**src/rtl/branch_unit_bht.sv**
```systemverilog
// rtl/branch_unit_bht.sv - RV32I/RV64I branch resolve unit with a direct-mapped BHT,
// registered mispredict flush and saturating branch statistics.
module branch_unit_bht #(
   parameter int XLEN      = 32,
   parameter int BHT_IDX_W = 4,
   parameter int CNT_W     = 2,
   parameter int STAT_W    = 16
) (
   input  logic              clk,
   input  logic              rst_n,
   input  logic [XLEN-1:0]   lookup_pc,
   output logic              predict_taken,
   input  logic              ex_valid,
   input  logic              ex_branch,
   input  logic [2:0]        ex_funct3,
   input  logic [XLEN-1:0]   ex_pc,
   input  logic [XLEN-1:0]   ex_rs1,
   input  logic [XLEN-1:0]   ex_rs2,
   input  logic [XLEN-1:0]   ex_target,
   input  logic              ex_pred_taken,
   output logic              taken,
   output logic              illegal_br,
   output logic              mispredict,
   output logic [XLEN-1:0]   redirect_pc,
   output logic [STAT_W-1:0] br_count,
   output logic [STAT_W-1:0] miss_count
);

   localparam int              ENTRIES = 1 << BHT_IDX_W;
   localparam logic [CNT_W-1:0] C_WNT  = CNT_W'((1 << (CNT_W - 1)) - 1);
   localparam logic [CNT_W-1:0] C_MAX  = '1;

   logic [CNT_W-1:0]     r_bht [ENTRIES];
   logic                 r_mispredict;
   logic [XLEN-1:0]      r_redirect_pc;
   logic [STAT_W-1:0]    r_br_count;
   logic [STAT_W-1:0]    r_miss_count;

   logic [BHT_IDX_W-1:0] w_lookup_idx;
   logic [BHT_IDX_W-1:0] w_ex_idx;
   logic [CNT_W-1:0]     w_ex_cnt;
   logic                 w_resolve;
   logic                 w_cond;
   logic                 w_next_miss;
   logic [XLEN-1:0]      w_next_pc;
   logic                 w_unused_pc_bits;

   assign w_lookup_idx     = lookup_pc[BHT_IDX_W+1:2];
   assign w_ex_idx         = ex_pc[BHT_IDX_W+1:2];
   assign w_ex_cnt         = r_bht[w_ex_idx];
   assign w_unused_pc_bits = ^{lookup_pc[XLEN-1:BHT_IDX_W+2], lookup_pc[1:0]};

   // Read straight from the array: a same-cycle update is not bypassed.
   assign predict_taken = r_bht[w_lookup_idx][CNT_W-1];

   assign illegal_br = ex_valid & ex_branch & (ex_funct3[2:1] == 2'b01);
   assign w_resolve  = ex_valid & ex_branch & ~illegal_br;

   always_comb begin
      w_cond = 1'b0;
      case (ex_funct3)
         3'b000:  w_cond = (ex_rs1 == ex_rs2);
         3'b001:  w_cond = (ex_rs1 != ex_rs2);
         3'b100:  w_cond = ($signed(ex_rs1) <  $signed(ex_rs2));
         3'b101:  w_cond = ($signed(ex_rs1) >= $signed(ex_rs2));
         3'b110:  w_cond = (ex_rs1 <  ex_rs2);
         3'b111:  w_cond = (ex_rs1 >= ex_rs2);
         default: w_cond = 1'b0;
      endcase
   end

   assign taken       = w_resolve & w_cond;
   assign w_next_miss = w_resolve & (taken != ex_pred_taken);
   assign w_next_pc   = taken ? ex_target : (ex_pc + XLEN'(4));

   always_ff @(posedge clk or negedge rst_n) begin
      if (!rst_n) begin
         for (int i = 0; i < ENTRIES; i++) r_bht[i] <= C_WNT;
      end else if (w_resolve) begin
         if (taken && (w_ex_cnt != C_MAX))
            r_bht[w_ex_idx] <= w_ex_cnt + CNT_W'(1);
         else if (!taken && (w_ex_cnt != '0))
            r_bht[w_ex_idx] <= w_ex_cnt - CNT_W'(1);
      end
   end

   always_ff @(posedge clk or negedge rst_n) begin
      if (!rst_n) begin
         r_mispredict  <= 1'b0;
         r_redirect_pc <= '0;
         r_br_count    <= '0;
         r_miss_count  <= '0;
      end else begin
         r_mispredict <= w_next_miss;
         if (w_next_miss)
            r_redirect_pc <= w_next_pc;
         if (w_resolve && (r_br_count != '1))
            r_br_count <= r_br_count + STAT_W'(1);
         if (w_next_miss && (r_miss_count != '1))
            r_miss_count <= r_miss_count + STAT_W'(1);
      end
   end

   assign mispredict  = r_mispredict;
   assign redirect_pc = r_redirect_pc;
   assign br_count    = r_br_count;
   assign miss_count  = r_miss_count;

endmodule

```
**config.mk**
```make
export PLATFORM = sky130hd
export DESIGN_NAME = branch_unit_bht
export DESIGN_NICKNAME = d
export VERILOG_FILES = /design/src/rtl/branch_unit_bht.sv
export SDC_FILE = /design/constraint.sdc
export NUM_CORES = 1
export LEC_CHECK = 0
export ABC_AREA = 1
export CAP_MARGIN = 20
export CORE_MARGIN = 2
export CORE_UTILIZATION = 40
export DETAILED_ROUTE_END_ITERATION = 8
export MAX_ROUTING_LAYER = met4
export PLACE_DENSITY_LB_ADDON = 0.15
export SLEW_MARGIN = 10
export SYNTH_ARGS = -nofsm -noshare
export SYNTH_HDL_FRONTEND = slang
export SYNTH_SLANG_ARGS = --single-unit
```
**constraint.sdc**
```tcl
create_clock -name clk -period 5.8 [get_ports clk]
set_input_delay 0.58 -clock clk [delete_from_list [all_inputs] [get_ports clk]]
set_output_delay 0.58 -clock clk [all_outputs]
set_load 0.1 [all_outputs]
```
# [After elaboration in Yosys (flattened, before gate mapping)]
# Cells that the tools add are included.
# Widths: inputs -> output; s select.
[totals] reg_bits=97 input_bits=168 output_inout_bits=68 wordCells=76
[op_classes] add_sub_neg=5 n_lt_le_gt_ge=7 eq_ne=12 n_mux=14 n_bitwise=8 reduce_logical=10
[op_table] operator="$mux 32" count=3
[op_table] operator="$bwmux 32" count=2
[op_table] operator="$ge 32x32->1" count=2
[op_table] operator="$lt 32x32->1" count=2
[op_table] operator="$add 16x1->16 const B" count=2
[op_table] operator="$add 32x3->32 const B" count=1
[op_table] operator="$eq 32x32->1" count=1
[op_table] operator="$ne 16x16->1 const B" count=2
[op_table] operator="$ne 32x32->1" count=1
[op_table] operator="$bmux 2 s4" count=2
[op_table] operator="$eq 3x3->1 const B" count=4
[op_table] operator="$ge 5x5->1 const B" count=2
[op_table] operator="$mux 2" count=5
[op_table] operator="$not 4->5" count=2
[op_table] operator="$demux 2 s4" count=1
[op_table] operator="$pmux 1 s6" count=1
[op_table] operator="$and 1x1->1" count=5
[op_table] operator="$logic_and 1x1->1" count=5
[op_table] operator="$lt 5x1->1 const B" count=1
[op_table] operator="$reduce_bool 2->1" count=2
[op_table] operator="$eq 3x1->1 const B" count=1
[op_table] operator="$logic_not 3->1" count=1
[op_table] operator="$add 2x1->2 const B" count=1
[op_table] operator="$eq 2x1->1 const B" count=1
[op_table] operator="other kinds (6)" count=6

# [Logic depth before layout (Yosys ltp)]
[logic_depth] word_depth=9 mapped_depth=24 mapped_depth_nobuf=23

# [Least setup slack after synthesis]
# No wires, ideal clock.
[synth_path] kind="in2out" start="input lookup_pc[2]" end="output predict_taken" arrival_ns=3.422 t_required_ns=5.220 setup_slack_ns=1.798 stages=4 path_buffers=1 cell_sequence="buf_1 -> mux2i_1 -> o211a_1 -> o31ai_1"
[synth_between] elab_chain_len=4
[synth_rtl] item="start, declared" line_no="11" source="input logic [XLEN-1:0] lookup_pc,"
[synth_rtl] item="$not 4->5 (not written as such)" line_no="54" source="assign predict_taken = r_bht[w_lookup_idx][CNT_W-1];"
[synth_rtl] item="$bmux 2 s4" line_no="54"
[synth_rtl] item="$mux 2 (not written as such) (2 in a row)" line_no="54"
[synth_rtl] item="end, declared" line_no="12" source="output logic predict_taken,"
# No other way between the ends. The select of a mux whose other input is x is not followed.

# [Worst setup path after layout]
[layout_path] start="input ex_pc[3]" end="register r_bht[9] in the netlist's numbering"
[layout_between] elab_chain_len=8 elab_cells_between_ends=21 classes_between="add/sub: 2; order compare: 2; eq/ne: 1; mux: 9; bitwise: 1; reduce/logical: 6"
[layout_rtl] item="start, declared" line_no="16" source="input logic [XLEN-1:0] ex_pc,"
[layout_rtl] item="$not 4->5 (not written as such) *" line_no="50, 81, 83"
[layout_rtl] item="$bmux 2 s4 (tied with other cells)" line_no="50" source="assign w_ex_cnt = r_bht[w_ex_idx];"
[layout_rtl] item="$mux 2 (not written as such) or $logic_and 1x1->1 (tied branches)" line_no="50, 81, 83"
[layout_rtl] item="$mux 2 (on tied branches)" line_no="50, 81, 83"
[layout_rtl] item="$sub 2x1->2 (tied with other cells)" line_no="83" source="r_bht[w_ex_idx] <= w_ex_cnt - CNT_W'(1);"
[layout_rtl] item="$bwmux 32 (tied with other cells)" line_no="83"
[layout_rtl] item="$mux 32 or $reduce_bool 2->1 (tied branches)"
[layout_rtl] item="$mux 32 or $reduce_and 2->1 (tied branches)"
[layout_rtl] item="end signal, assigned by index" line_no="81" source="r_bht[w_ex_idx] <= w_ex_cnt + CNT_W'(1);"
[layout_rtl] item="end signal, assigned by index" line_no="83"
[layout_rtl] item="end, declared" line_no="33" source="logic [CNT_W-1:0] r_bht [ENTRIES];"
# Mark *: on every way between the ends. The rest lies on a longest branch, timed or not. The select of a mux whose other input is x is not followed.
# A chain may end at the register's enable or synchronous reset.

==> impl_results.md <==
- Count leader, synth: nand2_1
- Peak VDD IR: approximately 0.00037 V
- Setup CP Type: input pin to flip-flop
- Fraction of layout cells with a size suffix above 1: roughly 4.7%
- PortBufs: ~210
- Post-Syn Area: 7030 sq um
- CP Capture Type: flip-flop
- H-Tree Depth: 3
- Setup Buffers After CTS: 0
- Required time at the worst-slack endpoint: 6.05 ns
- Hold WC Path Type: input pin to asynchronous set/reset pin
- GRT Util Overall: 21.3%
- Clk root buf: clkbuf_16
- 1st-pass router iterations: 5
- Syn_nets: 1238
- Share of the synthesized area in the top cell type: 28.9%
- Core ar.: around 17000 sq um
- Synth area leader: dfrtp_1
- Most used flip-flop cell after synthesis: dfrtp_1
- CP Max Fanout: 17
- Worst slew pin tran: 1.04 ns
- Fmax: 0.228 GHz
- Mapped Avg Cell Area: 6.82 sq um
- Setup TNS: 0 ns
- CTS tree: yes
- Nets: 1433
- Max-Cap Viols: 0
- Initial core utilization: 40.8%
- # DRC: 0
- Startpoint types: input pin
- Initial antenna violation count: 0
- Synth top cells by count: nand2_1, inv_1, dfrtp_1
- Synth top area cells: dfrtp_1, nand2_1, ha_1, dfstp_2, inv_1
- Boundary Pins: 236
- CTS buffer count: 9
- Post-CTS Hold Fix Bufs: 0
- FF+latch count, synth: 97
- Die Width: 137 microns
- Skew-Pair Late Insertion Delay: 0.35 ns
- Status: finished clean
- Total grt overflow: 0
- Final wirelength: 18900 microns
- Clk_skew: around 0.0042 ns
- Placed cells: 1439
- Yosys warning total: 0
- Fin. Hold Viols: 0
- Pleak: about 4.7 nW
- Minimum clock period after layout: 4.39 ns
- Netlist cell types: 42
- Unrepaired setup endpoints after global routing: false
- Final non-filler cell total: approximately 1500
- Post-Synthesis Cells: slightly above 1000
- FF-to-FF path depth: 12
- Seq/Total Area, Yosys: 34.8%
- DIE AREA: 18600 sq um
- Pwr Density: 309 nW/um^2
- Hpwl dp: between 10000 and 15000 microns
- Initial DRC count: 365
- WP data arrival: 4.64 ns
- Diode count: 0
- Via count: 6989
- # rows: between 40 and 50
- Crit path launch: ex_pc[3]
- # setup viols final: 0
- Post-DR vias/cell: 4.80
- Placer Congestion: 0.853
- First-pass GRT wire length: 31100 microns
- Die height: 137 microns
- Slew Limit Fails: 0
- Fin crit share: 75.7%
- Avg WL per Cell: 13.0 microns
- Vias in the first global route: 6503
- FFs w/ async S/R, synth: 100%
- Slew HR: 30.3%
- Sink Count: 97
- Reg2Reg Setup Slack: around 2.4 ns
- Reg2reg end: r_bht[9]
- Clk pin slew, worst setup/hold paths: roughly 0.07 ns
- # resized after CTS: 0
- Largest net degree at the start of global routing: 60
- Post-synth EDFFs: 0
- Max clock buf depth: 2
- DRT antenna net count: 0
- Layout area overhead: 36.4%
==> cell type report <==
type | instances | area [sq um]
multi-input combinational | 788 | 3990
inverter | 115 | 432
clock inverter | 5 | 62.6
sequential | 97 | 2450
fill | 1662 | 7650
tap | 225 | 282
clock buffer | 11 | 253
timing repair buffer | 214 | 2120
==> worst max-delay path by stage <==
stage                          to  slack, ns  cells after the start
global route             r_bht[3]       1.04                     13
CTS                      r_bht[9]       1.50                     13
global placement         r_bht[9]       1.24                     13
detailed placement       r_bht[9]       1.11                     13
finish                   r_bht[9]       1.41                     13
floorplan           predict_taken       1.80                      4
==> critical path, cell delays in order <==
cell             delay, ns
clkdlybuf4s50_1       0.77
clkinv_1              0.42
a32o_1                0.37
nand2_1               0.07
nand4_1               0.40
ha_1                  0.39
nor2_1                0.12
nand3_2               0.38
nand2_1               0.58
buf_4                 0.31
nand2_1               0.09
nand2_1               0.08
nand2_1               0.05
==> cell usage in the layout (no fill, tap or decap), types with 3 or more instances in the layout <==
cell type | synthesis | layout
nor3b_1 | 3 | 3
mux2i_1 | 4 | 4
clkbuf_16 | 0 | 9
nand3_2 | 3 | 3
a21oi_1 | 43 | 43
xor2_1 | 37 | 37
xnor2_1 | 16 | 16
nand3_1 | 65 | 65
nor4_1 | 3 | 3
nor3_1 | 13 | 13
dfstp_2 | 16 | 16
inv_1 | 112 | 112
nor2_1 | 63 | 63
dfrtp_1 | 81 | 81
buf_4 | 2 | 9
ha_1 | 40 | 40
nand4_1 | 15 | 15
a32o_1 | 4 | 4
clkdlybuf4s50_1 | 0 | 205
nand2_1 | 435 | 435
o21ai_0 | 21 | 21
nor2_2 | 3 | 3
==> report_power, final <==
part / switching (mW) / internal (mW) / total, mW
clock: 0.272 / 0.360 / 0.632
sequential: 0.113 / 0.836 / 0.948
combinational: 1.00 / 0.381 / 1.38
==> layer usage <==
metal / GRT usage (%) / share of wire (%) / up-vias
met5: - / 0 / -
met4: 4.57 / 1.6 / 0
li1: - / - / 3632
met1: 27.7 / 46 / 3150
met2: 34.1 / 47 / 189
met3: 4.56 / 5.5 / 18
==> per-stage QoR <==
| stage | hold slack (ns) | worst slack (ns) | utilization (%) | cell area [sq um] | power, mW |
|---|---|---|---|---|---|
| finish | 0.197 | 1.41 | 55.6 | 9580 | 2.96 |
| global placement | 0.448 | 1.24 | 53.8 | 9270 | 2.33 |
| floorplan | 0.284 | 1.80 | - | 7030 | 1.93 |
| CTS | 0.218 | 1.50 | 55.6 | 9580 | 2.99 |
| detailed placement | 0.453 | 1.11 | 53.8 | 9270 | 2.35 |
| global route | 0.245 | 1.04 | 55.6 | 9580 | 3.11 |
==> cells by family after synthesis <==
group                      count (synthesis)  share of synthesized area, %
AOI/OAI and AO/OA                         78                          6.20
DFF                                       97                          34.8
xor gates and xnor gates                  53                          6.61
adders and majority gates                 40                          7.12
muxes                                      5                         0.730
and+or+nand+nor                          612                          36.1
buffers and inverters                    145                          8.41
(Power assumes the default switching activity.)
